===== src/rtl/hyperbus_xfer_ctrl.sv =====
// hyperbus_xfer_ctrl: single-word HyperBus read/write sequencer.
// Walks CS# low through the command/address phase, the fixed initial
// latency and one data word, then holds CS# high for the recovery time.
// Every output is a flop whose D value is derived from the next state.
module hyperbus_xfer_ctrl #(
  parameter int ADDR_WIDTH = 32,
  parameter int LATENCY    = 6,
  parameter int RECOVERY   = 2,
  parameter int TIMEOUT    = 32
) (
  input  logic                  clk_i,
  input  logic                  rst_i,
  input  logic                  req_i,
  input  logic                  we_i,
  input  logic [ADDR_WIDTH-1:0] adr_i,
  input  logic [15:0]           dat_i,
  output logic [15:0]           dat_o,
  output logic                  ack_o,
  output logic                  err_o,
  output logic                  busy_o,
  output logic                  csn_o,
  output logic                  ck_en_o,
  output logic                  ddr_oe_o,
  output logic [15:0]           ddr_dat_o,
  input  logic [15:0]           ddr_dat_i,
  output logic                  rwds_oe_o,
  output logic                  rwds_o,
  input  logic                  rwds_i
);

  typedef enum logic [2:0] {
    S_IDLE, S_CA0, S_CA1, S_CA2, S_LAT, S_DATA, S_RECOV
  } state_t;

  // One shared in-state cycle counter, wide enough for the longest dwell.
  localparam int CNT_MAX0 = (LATENCY > RECOVERY) ? LATENCY : RECOVERY;
  localparam int CNT_MAX  = (CNT_MAX0 > TIMEOUT) ? CNT_MAX0 : TIMEOUT;
  localparam int CNT_W    = $clog2(CNT_MAX + 1);
  localparam logic [CNT_W-1:0] LAT_LAST   = CNT_W'(LATENCY - 1);
  localparam logic [CNT_W-1:0] RECOV_LAST = CNT_W'(RECOVERY - 1);
  localparam logic [CNT_W-1:0] TO_LAST    = CNT_W'(TIMEOUT - 1);

  state_t            state_q, state_d;
  logic [CNT_W-1:0]  cnt_q, cnt_d;
  logic              we_q, we_d;
  logic [31:0]       adr_q, adr_d;
  logic [15:0]       wdat_q, wdat_d;
  logic              rd_hit, rd_to;
  logic [47:0]       ca;

  logic              csn_q, csn_d;
  logic              ck_en_q, ck_en_d;
  logic              ddr_oe_q, ddr_oe_d;
  logic [15:0]       ddr_dat_q, ddr_dat_d;
  logic              rwds_oe_q, rwds_oe_d;
  logic              rwds_q, rwds_d;
  logic              ack_q, ack_d;
  logic              err_q, err_d;
  logic              busy_q, busy_d;
  logic [15:0]       dat_q, dat_d;

  // Next-state, request capture and in-state cycle counter.
  always_comb begin
    state_d = state_q;
    we_d    = we_q;
    adr_d   = adr_q;
    wdat_d  = wdat_q;
    rd_hit  = 1'b0;
    rd_to   = 1'b0;
    case (state_q)
      S_IDLE: begin
        if (req_i) begin
          state_d = S_CA0;
          we_d    = we_i;
          adr_d   = 32'(adr_i);
          wdat_d  = dat_i;
        end
      end
      S_CA0: state_d = S_CA1;
      S_CA1: state_d = S_CA2;
      S_CA2: state_d = S_LAT;
      S_LAT: begin
        if (cnt_q == LAT_LAST) state_d = S_DATA;
      end
      S_DATA: begin
        if (we_q) begin
          state_d = S_RECOV;
        end else if (rwds_i) begin
          state_d = S_RECOV;
          rd_hit  = 1'b1;
        end else if (cnt_q == TO_LAST) begin
          state_d = S_RECOV;
          rd_to   = 1'b1;
        end
      end
      S_RECOV: begin
        if (cnt_q == RECOV_LAST) state_d = S_IDLE;
      end
      default: state_d = S_IDLE;
    endcase
    // Counter restarts on every state entry and saturates instead of wrapping.
    if (state_d != state_q) begin
      cnt_d = '0;
    end else if (cnt_q != '1) begin
      cnt_d = cnt_q + 1'b1;
    end else begin
      cnt_d = cnt_q;
    end
  end

  // Registered outputs decoded from the state being entered.
  always_comb begin
    ca        = {~we_d, 1'b0, 1'b1, adr_d[31:3], 13'd0, adr_d[2:0]};
    csn_d     = 1'b1;
    ck_en_d   = 1'b0;
    ddr_oe_d  = 1'b0;
    ddr_dat_d = 16'd0;
    rwds_oe_d = 1'b0;
    rwds_d    = 1'b0;
    ack_d     = (state_q == S_DATA) && (state_d == S_RECOV);
    err_d     = rd_to;
    busy_d    = (state_d != S_IDLE);
    dat_d     = rd_hit ? {ddr_dat_i[7:0], ddr_dat_i[15:8]} : dat_q;
    case (state_d)
      S_CA0: begin
        csn_d = 1'b0; ck_en_d = 1'b1; ddr_oe_d = 1'b1;
        ddr_dat_d = {ca[39:32], ca[47:40]};
      end
      S_CA1: begin
        csn_d = 1'b0; ck_en_d = 1'b1; ddr_oe_d = 1'b1;
        ddr_dat_d = {ca[23:16], ca[31:24]};
      end
      S_CA2: begin
        csn_d = 1'b0; ck_en_d = 1'b1; ddr_oe_d = 1'b1;
        ddr_dat_d = {ca[7:0], ca[15:8]};
      end
      S_LAT: begin
        csn_d = 1'b0; ck_en_d = 1'b1;
      end
      S_DATA: begin
        csn_d = 1'b0; ck_en_d = 1'b1;
        if (we_d) begin
          ddr_oe_d  = 1'b1;
          ddr_dat_d = {wdat_d[7:0], wdat_d[15:8]};
          rwds_oe_d = 1'b1;
        end
      end
      default: ;
    endcase
  end

  // Control state and output flops; reset may abort a transaction at any point.
  always_ff @(posedge clk_i) begin
    if (rst_i) begin
      state_q   <= S_IDLE;
      cnt_q     <= '0;
      csn_q     <= 1'b1;
      ck_en_q   <= 1'b0;
      ddr_oe_q  <= 1'b0;
      ddr_dat_q <= 16'd0;
      rwds_oe_q <= 1'b0;
      rwds_q    <= 1'b0;
      ack_q     <= 1'b0;
      err_q     <= 1'b0;
      busy_q    <= 1'b0;
      dat_q     <= 16'd0;
    end else begin
      state_q   <= state_d;
      cnt_q     <= cnt_d;
      csn_q     <= csn_d;
      ck_en_q   <= ck_en_d;
      ddr_oe_q  <= ddr_oe_d;
      ddr_dat_q <= ddr_dat_d;
      rwds_oe_q <= rwds_oe_d;
      rwds_q    <= rwds_d;
      ack_q     <= ack_d;
      err_q     <= err_d;
      busy_q    <= busy_d;
      dat_q     <= dat_d;
    end
  end

  // Captured request fields; only consumed after a capture, so no reset needed.
  always_ff @(posedge clk_i) begin
    we_q   <= we_d;
    adr_q  <= adr_d;
    wdat_q <= wdat_d;
  end

  assign dat_o     = dat_q;
  assign ack_o     = ack_q;
  assign err_o     = err_q;
  assign busy_o    = busy_q;
  assign csn_o     = csn_q;
  assign ck_en_o   = ck_en_q;
  assign ddr_oe_o  = ddr_oe_q;
  assign ddr_dat_o = ddr_dat_q;
  assign rwds_oe_o = rwds_oe_q;
  assign rwds_o    = rwds_q;

endmodule


===== config.mk =====
export PLATFORM = sky130hd
export DESIGN_NAME = hyperbus_xfer_ctrl
export DESIGN_NICKNAME = d
export VERILOG_FILES = /design/src/rtl/hyperbus_xfer_ctrl.sv
export SDC_FILE = /design/constraint.sdc
export NUM_CORES = 1
export LEC_CHECK = 0
export CAP_MARGIN = 0
export CORE_MARGIN = 3
export CORE_UTILIZATION = 45
export CTS_CLUSTER_SIZE = 25
export DETAILED_ROUTE_END_ITERATION = 8
export PLACE_DENSITY = 0.83
export SYNTH_ARGS = -nofsm -noshare
export SYNTH_HDL_FRONTEND = slang
export SYNTH_SLANG_ARGS = --single-unit

===== constraint.sdc =====
create_clock -name clk_i -period 2.2 [get_ports clk_i]
set_clock_uncertainty 0.05 [all_clocks]
set_input_delay 0.33 -clock clk_i [delete_from_list [all_inputs] [get_ports clk_i]]
set_output_delay 0.33 -clock clk_i [all_outputs]
set_load 0.03 [all_outputs]

==> metrics <==
status=finished clean; slowest CP cell=dfxtp_1; Tcrit/Tclk final=97.23%; Cell Count, Final, Fillers Out=549; EDFF count, synth=0; WL final=8603 um; post-DP HPWL=6226 um; hold_buf cts=0; worst path required time=2360 ps; synthesized instance count=324; top cells by area, synth=dfxtp_1, mux2_2, nand2_1, a21oi_1, nand3_1; share of cells above drive strength 1=22.30%; total track usage=20.01%; Routed Antenna Nets=0; Sink Count=84; drc violations=0; IO buf count=107; CP bufs+invs=1; Max FO, Critical Path=4; DRT iter0 DRCs=137; Root Driver=clkbuf_8; Commonest cells post-synth=dfxtp_1, nand2_1, mux2_2; met2 GRT Util=36.68%; Yosys top cell area share=50.58%; Netlist Area Pre-Place=3324 um2; gp weighted congestion=0.8267; CP Cell Sequence=ha_1, nor4b_4, buf_4, a21bo_2, and2_1, nor2_1, a2111oi_1; via count=2830; Max Fclk=467.5 MHz; Critical Path End Type=flip-flop; total gr overflow=0; chip height=91.95 um; type of the worst setup path=flip-flop to flip-flop; Max Cap Viol=0; VDD IR max=0.0004593 V; Wirelength per Cell=15.67 um; total CTS buffers=9; Yosys top cell by area=dfxtp_1; Area growth syn-to-layout=46.52%; vias in the first global route=2809; CTS tree=built; ys flop type=dfxtp_1; total placed cells including tap cells=528; total negative slack=0 ps; Ports=109; first drt pass iteration count=4; num rows=30; H-tree depth=3; Placeable Area=6982 um2; Hold WS=347.3 ps; Final #Nets=519; Yosys cell types=46; Net Count, Synth=395; fin crit period=2139 ps; WP data arrival=2300 ps; Die ar.=8455 um2; Final setup viols=0; met3 GRT Util=4.430%; CP max stage delay=400 ps; global routing's busiest layer=met2; CTS clk-pin slew, worst paths=80 ps; n_diodes=0; Final Hold Vio Count=0; syn avg cell area=10.26 um2; sequential area share after synthesis=50.58%; maximum buffer depth of the clock tree=2; Min-Delay Path Class=input port to flip-flop; Power Density=841.8 nW/um2; M1 GR Usage=22.35%; max-slew violation count=0; cell family with most CP delay=simple AND/OR/NAND/NOR gates; initial antenna violation count=0; Synth Warn #=0; cell with the most instances after synthesis=dfxtp_1; post-synthesis register bit count=84; FFs w/ async S/R, synth=0%; Skew-Pair Late Insertion Delay=350 ps; Initial Util=47.62%; Lkg Pwr=1.756 nW; largest net degree at the start of global routing=31; R2R setup slack=60 ps; Via density=5.155; Die X=91.95 um; Startpoint Class=flip-flop; first-pass GRT wire length=13360 um
## sequential cells by signal, indices dropped and copies added, names as in the netlist
signal	cells
dat_o	16
ddr_dat_o	16
rwds_oe_o	1
ddr_oe_o	1
ck_en_o	1
cnt_q	6
csn_o	1
wdat_q	16
state_q	3
we_q	1
err_o	1
adr_q	19
busy_o	1
ack_o	1
## metrics by stage
| step | util, % | total power [mW] | worst slack, ps | area (um2) |
|---|---|---|---|---|
| final | 69.77 | 4.100 | 60.91 | 4871 |
| after floorplan | - | 2.559 | 184.7 | 3324 |
| after global placement | 66.16 | 2.970 | -44.02 | 4619 |
| after global routing | 69.77 | 4.297 | -60.84 | 4871 |
| after detailed placement | 66.16 | 3.021 | -168.8 | 4619 |
| after CTS | 69.14 | 4.110 | 20.68 | 4827 |
## kinds of logic (layout without fill, tap and decap cells)
logic type	after synthesis	after routing	share of synthesized area, %
other cells	1	1	0.1128
mux	37	37	12.50
compound gates	70	70	16.00
fa+ha+maj	2	2	0.7526
buf+inv	28	157	3.952
xor+xnor	3	3	0.7905
flops	84	84	50.58
simple gates	99	99	15.32
## what timing repair did
action	CTS	global route
buffers inserted	1	4
endpoints found under the setup margin	1	17
gates resized for setup	0	3
pin swaps	1	1
## cell usage in the layout, fill, tap and decap left out, types with 5 or more instances in the layout
| cell type | n |
|---|---|
| nand2b_1 | 5 |
| nor2_1 | 15 |
| clkdlybuf4s50_1 | 106 |
| a22oi_1 | 10 |
| buf_4 | 27 |
| a21oi_1 | 21 |
| mux2_2 | 36 |
| a31oi_1 | 5 |
| nand2_1 | 39 |
| dfxtp_1 | 83 |
| clkbuf_8 | 9 |
| a211oi_1 | 10 |
| nand3_1 | 18 |
| a211oi_2 | 7 |
## path summary, 6_finish.rpt
check	endpoint	cells after the start	startpoint
worst max-delay path	ddr_oe_o$_SDFF_PP0_	7	cnt_q[0]$_SDFFE_PP0P_
worst min-delay path	err_o$_SDFF_PP0_	2	rst_i
worst max register to register	ddr_oe_o$_SDFF_PP0_	7	cnt_q[0]$_SDFFE_PP0P_
worst min register to register	dat_o[15]$_SDFFE_PP0P_	2	dat_o[15]$_SDFFE_PP0P_
## per-layer routing
layer / wire length (um) / vias to the layer above
li1: - / 1400
met1: 3544 / 1346
met2: 4516 / 74
met3: 406 / 10
met4: 136 / 0
met5: 0 / -
## power by group
| part | switching, mW | leakage, nW | internal, mW |
|---|---|---|---|
| sequential | 0.100 | 0.694 | 1.77 |
| clock | 0.563 | 0.101 | 0.532 |
| combinational | 0.536 | 0.960 | 0.596 |
| total | 1.20 | 1.76 | 2.90 |
## area by class of cell
cell class              instances  area, um2
clock buffers                   9      123.9
fillers                       537       2111
repair buffers                137       1329
well taps                      96      120.1
clock inverters                 7      76.32
flip-flops and latches         84       1683
multi-input cells             212       1524
inverters                       4      15.01
No activity file was read; power rests on OpenSTA's default activity.
